<file path="src/rtl/password_entry_if.sv">
// Keypad / comparator bundle for the password entry controller.
interface password_entry_if;
  logic        key_valid;
  logic [3:0]  key_code;
  logic        lock_in;
  logic [11:0] pass_in;
  logic [11:0] pass_set;
  logic        enb;
  logic [1:0]  digit_cnt;
  logic        set_mode;
  logic        lockout;

  modport master (
    output key_valid, key_code, lock_in,
    input  pass_in, pass_set, enb,
    input  digit_cnt, set_mode, lockout
  );

  modport slave (
    input  key_valid, key_code, lock_in,
    output pass_in, pass_set, enb,
    output digit_cnt, set_mode, lockout
  );
endinterface

</file>
<file path="src/rtl/password_entry_ctrl.sv">
// Keypad password entry: digit capture, compare strobe,
// password change mode and brute-force lockout.
module password_entry_ctrl #(
  parameter logic [11:0] DEFAULT_PASS   = 12'h123,
  parameter int          MAX_FAIL       = 3,
  parameter int          LOCKOUT_CYCLES = 1000
) (
  input logic              clk,
  input logic              rst,
  password_entry_if.slave  bus
);

  typedef enum logic [2:0] {
    IDLE, CHECK, WAIT, SET, LOCKOUT
  } state_t;

  state_t      state, state_nxt;
  logic [11:0] pass_in_q, pass_in_nxt;
  logic [11:0] new_buf, new_buf_nxt;
  logic [11:0] pass_set_q, pass_set_nxt;
  logic [1:0]  cnt_q, cnt_nxt;
  logic [2:0]  fail_q, fail_nxt, fail_inc;
  logic [15:0] lock_cnt, lock_cnt_nxt;
  logic        enb_q;

  logic is_digit, is_enter, is_clear, is_set;

  assign is_digit = bus.key_code <= 4'd9;
  assign is_enter = bus.key_code == 4'hA;
  assign is_clear = bus.key_code == 4'hB;
  assign is_set   = bus.key_code == 4'hC;
  assign fail_inc = fail_q + 3'd1;

  always_ff @(posedge clk or posedge rst) begin
    if (rst) begin
      state      <= IDLE;
      pass_in_q  <= '0;
      new_buf    <= '0;
      pass_set_q <= DEFAULT_PASS;
      cnt_q      <= '0;
      fail_q     <= '0;
      lock_cnt   <= '0;
      enb_q      <= 1'b0;
    end else begin
      state      <= state_nxt;
      pass_in_q  <= pass_in_nxt;
      new_buf    <= new_buf_nxt;
      pass_set_q <= pass_set_nxt;
      cnt_q      <= cnt_nxt;
      fail_q     <= fail_nxt;
      lock_cnt   <= lock_cnt_nxt;
      enb_q      <= state_nxt == CHECK;
    end
  end

  always_comb begin
    state_nxt    = state;
    pass_in_nxt  = pass_in_q;
    new_buf_nxt  = new_buf;
    pass_set_nxt = pass_set_q;
    cnt_nxt      = cnt_q;
    fail_nxt     = fail_q;
    lock_cnt_nxt = lock_cnt;
    unique case (state)
      IDLE: if (bus.key_valid) begin
        unique case (1'b1)
          is_digit: if (cnt_q != 2'd3) begin
            pass_in_nxt = {pass_in_q[7:0], bus.key_code};
            cnt_nxt     = cnt_q + 2'd1;
          end
          is_enter: if (cnt_q == 2'd3) begin
            state_nxt = CHECK;
          end else begin
            pass_in_nxt = '0;
            cnt_nxt     = '0;
          end
          is_clear: begin
            pass_in_nxt = '0;
            cnt_nxt     = '0;
          end
          is_set: if (bus.lock_in && cnt_q == 2'd0) begin
            state_nxt   = SET;
            new_buf_nxt = '0;
          end
          default: ;
        endcase
      end
      CHECK: state_nxt = WAIT;
      WAIT: begin
        pass_in_nxt = '0;
        cnt_nxt     = '0;
        if (bus.lock_in) begin
          fail_nxt  = '0;
          state_nxt = IDLE;
        end else begin
          fail_nxt = fail_inc;
          if (fail_inc == 3'(MAX_FAIL)) begin
            state_nxt    = LOCKOUT;
            lock_cnt_nxt = 16'(LOCKOUT_CYCLES - 1);
          end else begin
            state_nxt = IDLE;
          end
        end
      end
      SET: if (bus.key_valid) begin
        unique case (1'b1)
          is_digit: if (cnt_q != 2'd3) begin
            new_buf_nxt = {new_buf[7:0], bus.key_code};
            cnt_nxt     = cnt_q + 2'd1;
          end
          is_enter: if (cnt_q == 2'd3) begin
            pass_set_nxt = new_buf;
            new_buf_nxt  = '0;
            cnt_nxt      = '0;
            state_nxt    = IDLE;
          end
          is_clear: begin
            new_buf_nxt = '0;
            cnt_nxt     = '0;
            state_nxt   = IDLE;
          end
          default: ;
        endcase
      end
      LOCKOUT: if (lock_cnt == 16'd0) begin
        fail_nxt  = '0;
        state_nxt = IDLE;
      end else begin
        lock_cnt_nxt = lock_cnt - 16'd1;
      end
      default: state_nxt = IDLE;
    endcase
  end

  assign bus.pass_in   = pass_in_q;
  assign bus.pass_set  = pass_set_q;
  assign bus.enb       = enb_q;
  assign bus.digit_cnt = cnt_q;
  assign bus.set_mode  = state == SET;
  assign bus.lockout   = state == LOCKOUT;

endmodule
</file>
<file path="src/flat_wrapper.sv">
// flat-port wrapper written by rule: the top's interface ports become plain ports
module password_entry_ctrl_flat 
#(
  parameter logic [11:0] DEFAULT_PASS   = 12'h123,
  parameter int          MAX_FAIL       = 3,
  parameter int          LOCKOUT_CYCLES = 1000
)
  (clk, rst, bus_key_valid, bus_key_code, bus_lock_in, bus_pass_in, bus_pass_set, bus_enb, bus_digit_cnt, bus_set_mode, bus_lockout);
  password_entry_if bus_i ();
  input logic clk;
  input logic rst;
  input wire logic [$bits(bus_i.key_valid)-1:0] bus_key_valid;
  input wire logic [$bits(bus_i.key_code)-1:0] bus_key_code;
  input wire logic [$bits(bus_i.lock_in)-1:0] bus_lock_in;
  output wire logic [$bits(bus_i.pass_in)-1:0] bus_pass_in;
  output wire logic [$bits(bus_i.pass_set)-1:0] bus_pass_set;
  output wire logic [$bits(bus_i.enb)-1:0] bus_enb;
  output wire logic [$bits(bus_i.digit_cnt)-1:0] bus_digit_cnt;
  output wire logic [$bits(bus_i.set_mode)-1:0] bus_set_mode;
  output wire logic [$bits(bus_i.lockout)-1:0] bus_lockout;
  assign bus_i.key_valid = bus_key_valid;
  assign bus_i.key_code = bus_key_code;
  assign bus_i.lock_in = bus_lock_in;
  assign bus_pass_in = bus_i.pass_in;
  assign bus_pass_set = bus_i.pass_set;
  assign bus_enb = bus_i.enb;
  assign bus_digit_cnt = bus_i.digit_cnt;
  assign bus_set_mode = bus_i.set_mode;
  assign bus_lockout = bus_i.lockout;
  password_entry_ctrl #(.DEFAULT_PASS(DEFAULT_PASS), .MAX_FAIL(MAX_FAIL), .LOCKOUT_CYCLES(LOCKOUT_CYCLES)) u_core (.clk(clk), .rst(rst), .bus(bus_i));
endmodule
</file>
<file path="config.mk">
export PLATFORM = sky130hd
export DESIGN_NAME = password_entry_ctrl_flat
export DESIGN_NICKNAME = d
export VERILOG_FILES = /design/src/rtl/password_entry_if.sv /design/src/rtl/password_entry_ctrl.sv /design/src/flat_wrapper.sv
export SDC_FILE = /design/constraint.sdc
export NUM_CORES = 1
export LEC_CHECK = 0
export ABC_AREA = 1
export CORE_UTILIZATION = 56
export DETAILED_ROUTE_END_ITERATION = 6
export MAX_ROUTING_LAYER = met4
export PLACE_DENSITY = 0.78
export SETUP_SLACK_MARGIN = 0.4
export SKIP_CTS_REPAIR_TIMING = 1
export SLEW_MARGIN = 30
export SYNTH_ARGS = -nofsm -noshare
export SYNTH_HDL_FRONTEND = slang
export SYNTH_SLANG_ARGS = --single-unit
</file>
<file path="constraint.sdc">
create_clock -name clk -period 2.7 [get_ports clk]
set_input_delay 0.54 -clock clk [delete_from_list [all_inputs] [get_ports clk]]
set_output_delay 0.54 -clock clk [all_outputs]
set_load 0.01 [all_outputs]
</file>
Yosys cells after proc, flatten, opt, wreduce, memory -nomap -nowiden. Index checks and enable logic that the tools add are counted.

Bits of input ports: 8. Word-level logic and storage cells: 90. Register bits: 61. Output and inout bits: 29.

Eq/ne operators: 25. Add/subtract/negate cells: 3. Reductions and logical operators: 14. Order comparisons: 1. Multiplexer cells: 39.

Operator list (count): $mux 12 (9); $pmux 12 s3 (2); $mux 16 (3); $pmux 12 s2 (2); $pmux 16 s2 (1); $mux 3 (10); $pmux 2 s3 (3); $pmux 3 s2 (3); $logic_not 16->1 (1); $sub 16x1->16 const B (1); $pmux 3 s5 (1); $eq 4x4->1 const B (3); $ne 3x3->1 const B (4); $mux 2 (5); $ne 2x2->1 const B (5); $eq 3x2->1 const B (3); $ne 2x1->1 const B (4); $ne 4x1->1 const B (2); $reduce_and 4->1 (2); $reduce_and 8->1 (1); $reduce_and 7->1 (1); $eq 3x1->1 const B (2); $reduce_bool 2->1 (3); $reduce_and 5->1 (1); other kinds (10) (10).

Logic depth before layout (Yosys ltp). Gate-level depths: netlist of run 1.

Depth after elaboration: 7. Gate-level depth with buffers: 10. Gate-level depth less buffers: 10.

Worst setup path after synthesis of run 1. Ideal clock, no wire load.

Kind: input port to flip-flop. Start point: input port bus_key_code[3]. End point: register u_core.pass_set_q[6] (netlist: u_core.bus.pass_set[6]). Stages: 8. Buffers on the path: 2. Path slack: 1.205 ns. Arrival: 1.378 ns. Library setup time: 0.117 ns. Required time: 2.583 ns. Cell sequence: nand2_2 -> nor2_4 -> nand4_2 -> or2_1 -> buf_6 -> buf_12 -> nand2_2 -> o21ai_2.

Longest elaborated chain between the ends: 2.

Ends and longest elaborated chain: start, declared (RTL line flat_wrapper.sv:13) `input wire logic [$bits(bus_i.key_code)-1:0] bus_key_code;`; $eq 4x4->1 (RTL line password_entry_ctrl.sv:29) `assign is_enter = bus.key_code == 4'hA;`; $reduce_and 4->1 (no source line); end signal, assigned (RTL line password_entry_ctrl.sv:48) `pass_set_q <= pass_set_nxt;`; end, declared (RTL line password_entry_ctrl.sv:20) `logic [11:0] pass_set_q, pass_set_nxt;`.

Every way passes these cells. A chain may end at the register's enable or synchronous reset.

Worst setup path in the final report of run 1.
Start point: register u_core.state[1]. End point: output port bus_lockout.

Longest elaborated chain between the ends: 1.

Ends and longest elaborated chain: start, declared (RTL line password_entry_ctrl.sv:17) `state_t state, state_nxt;`; start signal, assigned (RTL line password_entry_ctrl.sv:45) `state <= state_nxt;`; $eq 3x3->1 (RTL line password_entry_ctrl.sv:140) `assign bus.lockout = state == LOCKOUT;`; end, declared (RTL line flat_wrapper.sv:20) `output wire logic [$bits(bus_i.lockout)-1:0] bus_lockout;`.

Every way passes these cells.

==> flow_metrics.tcl, run 1 <==
set metrics [dict create \
    status "complete, no violations" \
    drt_iter0_markers 195 \
    numCtsBuffers 9 \
    power_density_mw_per_mm2 463 \
    gr-total-overflow 0 \
    synthFlopType "dfrtp_1" \
    io_buffers 36 \
    cpPeakStageDelay_ns 0.53 \
    crit_path_top_delay_cell "clkdlybuf4s50_1" \
    final_cell_area_mm2 0.00395 \
    wl_um 6730 \
    fin_skew_ns 0.00808 \
    worstPathArrival_ns 1.70 \
    core_region_area_mm2 0.00557 \
    rows 27 \
    hold_ws_ns 0.474 \
    syn_area_mm2 0.00329 \
    multiInputGateArea_mm2 0.00149 \
    ir_drop_mv 0.447 \
    yosysUniqueCellTypes 32 \
    worst_ep_required_time_ns 2.16 \
    firstDrtPassIters 4 \
    yosysTopAreaCell "dfrtp_1" \
    nets 482 \
    final-max-slew-violation-count 0 \
    rsz0062_at_grt "yes" \
    grt_antenna_before_repair 0 \
    hpwl_um 4640 \
    fp.dieH_um 78.6 \
    total_power_uw 1830 \
    yosysWarnings 0 \
    grt_usage_pct 25.0 \
    slew_headroom_pct 58.5 \
    nFillCells 457 \
    worst_pin_slew_ns 0.621 \
    grt_pass1_wl_um 11700 \
    yosysMostFrequentCell "nand2_1" \
    cp-end-kind "output port" \
    cp-start-kind "flop" \
    seq_area_mm2 0.00153 \
    syn_nets 439 \
    io_pins 37 \
    worstHoldPathType "flop to flop" \
    drv_cap 0 \
    ys_seq_area_share_pct 46.6 \
    n_antenna_cell 0 \
    synth_edf_count 0 \
    avgViaCountPerCell 5.22 \
    ys_ff_latch 61 \
    grt_max_degree 62 \
    clkLatencyLatePin_ns 0.34 \
    path_max_fanout 7 \
    worstSetupPathType "flop to output port" \
    die_w_um 78.6 \
    vias 2848 \
    dpl_worst_slack_ns 0.426 \
    synth_common_cells "nand2_1, dfrtp_1, nand3_1" \
    netlist.area_leader.share_pct 43.4 \
    fin_setup_tns_ns 0 \
    path_cells "nor2_2, nand2_2, clkinv_4, clkdlybuf4s50_1" \
    layout_min_cycle_time_ns 2.24 \
    leakage_uw 0.00191 \
    drc_errors 0 \
    postRouteAntennaNets 0 \
    htreeDepth 3 \
    hold_viol_final 0 \
    setup_slack_ns 0.462 \
    die_area_mm2 0.00618 \
    timing.fmax_mhz 447 \
    gp_congestion 0.855 \
    layout-drive-gt1-share_pct 13.3 \
    clock_sinks 61 \
    area_delta_synth_final_pct 20.1 \
    clk_path_buf_depth 2 \
    avgSynthCellArea_um2 7.71 \
    async_flop_share_pct 100 \
    setup_viol 0 \
    cts_tree "built" \
    grt_pass1_vias 2655 \
    wire_per_inst_um 12.3 \
    start_util_pct 58.9 \
    finalCritPeriodShare_pct 82.9 \
    clkSlewWorstSetupHoldPaths_ns 0.07 \
    synth_area_leaders "dfrtp_1, nand2_1, nand3_1" \
    cts-root-buf "clkbuf_8" \
    synthCells 426 \
    dpl_cell_area_mm2 0.00369 \
]
## metal layers
| metal | part of all wire, % | routed length, um | vias to the layer above | global-route usage (%) |
|---|---|---|---|---|
| met5 | 0 | 0 | - | - |
| met4 | 1.5 | 103 | 0 | 10.4 |
| met3 | 3.5 | 238 | 9 | 5.35 |
| met2 | 49 | 3270 | 57 | 38.6 |
| met1 | 46 | 3120 | 1340 | 32.0 |
| li1 | - | - | 1442 | - |
## worst max-delay path: cells and delay by family (launching register included)
family                 cells  cell delay (ns)
buffers and inverters      2             0.63
flip-flops                 1             0.44
AND/OR/NAND/NOR            2             0.29
## kinds of logic after synthesis
family,Yosys count,synth area share [%]
AO/OA/AOI/OAI,43,8.00
XOR/XNOR,6,1.60
adder cells (fa/ha/maj),5,1.90
buffers and inverters,59,8.42
flip-flops,61,46.6
AND/OR/NAND/NOR,252,33.5
## area by class of cell
class,count,area share (%)
sequential,61,38.8
multi-input combinational,306,37.8
timing repair buffer,46,11.4
inverter,45,4.41
clock buffer,11,3.84
tap,72,2.28
clock inverter,5,1.49
## worst paths after layout
check	startpoint	end	cells past startpoint	slack, ns
setup / recovery	u_core.state[1]	bus_lockout	4	0.46
hold / removal	u_core.bus.pass_set[1]	u_core.bus.pass_set[1]	2	0.47
setup reg to reg	u_core.lock_cnt[0]	u_core.lock_cnt[3]	7	0.60
hold reg to reg	u_core.bus.pass_set[1]	u_core.bus.pass_set[1]	2	0.47
max in group asynchronous	rst	u_core.bus.pass_set[0]	3	1.82
min in group asynchronous	rst	u_core.bus.pass_set[10]	3	0.57
## sequential cells by signal, indices dropped and copies added, names as in the netlist
signal / cells
u_core.fail_q: 3
u_core.bus.digit_cnt: 2
u_core.bus.pass_in: 12
u_core.bus.pass_set: 12
u_core.state: 3
u_core.bus.enb: 1
u_core.new_buf: 12
u_core.lock_cnt: 16
## report_power, final
part,switching (uW),total (uW),internal (uW)
Sequential,1.51,918,917
Clock,371,847,476
Combinational,40.3,60.4,20.1
Total,413,1830,1410
## placed cells by master, fill, tap and decap left out, types with 2 or more instances in the layout
cell,Yosys,final
buf_4,1,9
clkbuf_8,0,11
clkdlybuf4s50_1,0,35
clkinv_4,0,2
clkinvlp_4,0,2
dfrtp_1,57,57
dfstp_2,4,4
ha_1,5,5
inv_1,43,42
nand2_1,127,126
nand2_2,9,10
nand3_1,52,52
nand3_2,3,2
nand3b_1,2,2
nand4_1,4,4
nor2_1,46,45
nor2_2,1,2
nor3_1,3,3
o21ai_0,21,21
o21ai_1,8,8
o21ai_2,12,12
or2_2,2,2
xnor2_1,2,2
xor2_1,4,4
## through the flow
stage / utilization (%) / instances
final: 70.8 / 546
after global routing: 70.8 / 546
after CTS: 69.9 / 542
after detailed placement: 66.1 / 526
after global placement: 66.1 / 526
after floorplan: - / 426
No activity file was read; power rests on OpenSTA's default activity.
==> run 2, diff against run 1 <==
CORE_UTILIZATION = 51   (was 56)
PLACE_DENSITY = 0.74   (was 0.78)
clock period = 1.8 ns   (was 2.7 ns; I/O delays follow)
==> flow_metrics.tcl, run 2 (same netlist as run 1, synthesis figures left out) <==
set metrics [dict create \
    postRouteAntennaNets 0 \
    grt_pass1_wl_um 12200 \
    grt_pass1_vias 2805 \
    wire_per_inst_um 19.4 \
    crit_path_top_delay_cell "dfrtp_2" \
    clock_sinks 61 \
    worst_ep_required_time_ns 2.02 \
    layout-drive-gt1-share_pct 43.0 \
    leakage_uw 0.00291 \
    n_antenna_cell 0 \
    nets 543 \
    setup_viol 0 \
    cp-end-kind "flop" \
    rows 28 \
    grt_usage_pct 24.4 \
    numCtsBuffers 9 \
    layout_min_cycle_time_ns 1.70 \
    die_area_mm2 0.00677 \
    htreeDepth 3 \
    top_register "u_core.lock_cnt" \
    die_w_um 82.3 \
    path_cells "nor2_1, nand2_1, nor2_1, xor2_1, o21ai_0, nand2_1" \
    io_pins 37 \
    grt_max_degree 35 \
    setup_slack_ns 0.103 \
    vias 3629 \
    clk_path_buf_depth 2 \
    firstDrtPassIters 6 \
    clkLatencyLatePin_ns 0.35 \
    core_region_area_mm2 0.00606 \
    status "complete, no violations" \
    r2r_setup_slack_ns 0.10 \
    wl_um 11800 \
    largest_reg_flops 16 \
    fp.dieH_um 82.3 \
    slew_headroom_pct 69.8 \
    dp_cells 550 \
    finalCritPeriodShare_pct 94.3 \
    start_util_pct 54.2 \
    worstHoldPathType "primary input to asynchronous set/reset pin" \
    ir_drop_mv 0.496 \
    hpwl_um 4930 \
    cp-start-kind "flop" \
    layout_common_cells "nand2_1, dfrtp_1, nand3_1, buf_4, nand2_2" \
    cpPeakStageDelay_ns 0.46 \
    worst_pin_slew_ns 0.451 \
    drv_cap 0 \
    avgViaCountPerCell 5.95 \
    dpl_worst_slack_ns -0.105 \
    cts_tree "built" \
    fin_skew_ns 0.0118 \
    rsz0062_at_grt "yes" \
    path_max_fanout 4 \
    power_density_mw_per_mm2 540 \
    worstSetupPathType "flop to flop" \
    area_delta_synth_final_pct 57.6 \
    timing.fmax_mhz 589 \
    drt_iter0_markers 485 \
    drc_errors 0 \
    final-max-slew-violation-count 0 \
    grt_antenna_before_repair 0 \
    worstPathArrival_ns 1.92 \
    io_buffers 36 \
    instances_no_fill 610 \
    cp_num_buf_inv 0 \
    gr-total-overflow 0 \
    mostFrequentLayoutCell "nand2_1" \
    cts-root-buf "clkbuf_8" \
    hold_viol_final 0 \
    final_cell_area_mm2 0.00518 \
    critical-path-top-delay-family "simple AND/OR/NAND/NOR gates" \
    clkSlewWorstSetupHoldPaths_ns 0.08 \
    gp_congestion 0.923 \
    dpl_cell_area_mm2 0.00391 \
]
[run 2: report_power, final]
group / switching (uW) / leakage (uW) / total [uW] / internal (uW)
logic: 78.1 / 0.00203 / 120 / 41.5
clock network: 582 / 0.000102 / 1300 / 715
registers: 2.82 / 0.000784 / 1380 / 1370
[run 2: worst paths after layout]
| check | cells past startpoint | startpoint | end |
|---|---|---|---|
| worst min register to register | 2 | u_core.bus.pass_set[1] | u_core.bus.pass_set[1] |
| max in group asynchronous | 3 | rst | u_core.state[1] |
| worst min-delay path | 2 | rst | u_core.bus.enb |
| worst max-delay path | 6 | u_core.lock_cnt[2] | u_core.lock_cnt[5] |
| min in group clk | 3 | bus_key_code[3] | u_core.bus.pass_in[3] |
| worst max register to register | 6 | u_core.lock_cnt[2] | u_core.lock_cnt[5] |
[run 2: final cells by class]
cell class | instances | area, um^2
well taps | 75 | 93.8
clock buffers | 11 | 151
inverters | 45 | 175
fillers | 271 | 883
clock inverters | 5 | 58.8
flip-flops and latches | 61 | 1540
multi-input cells | 306 | 1970
repair buffers | 107 | 1190
[run 2: per-stage QoR]
step | hold slack, ns | setup TNS (ns) | power (uW) | utilization, %
after floorplan | 0.442 | 0 | 1450 | -
after global placement | 0.457 | -1.06 | 1510 | 64.6
after detailed placement | 0.458 | -1.97 | 1510 | 64.6
after CTS | 0.389 | -0.336 | 2760 | 68.0
after global routing | 0.405 | 0 | 2870 | 85.4
final | 0.372 | 0 | 2790 | 85.4
[run 2: per-layer routing]
metal	vias to the layer above	share of wire, %	GRT usage, %
met5	-	0	-
li1	1570	-	-
met3	62	7.9	5.49
met1	1739	38	30.6
met2	258	50	39.0
met4	0	4.4	8.42
[run 2: worst reg2reg max path: stages, from the launching register on]
cell and delay, ns:
dfrtp_2 0.46, nor2_1 0.11, nand2_1 0.17, nor2_1 0.33, xor2_1 0.15, o21ai_0 0.25
nand2_1 0.10
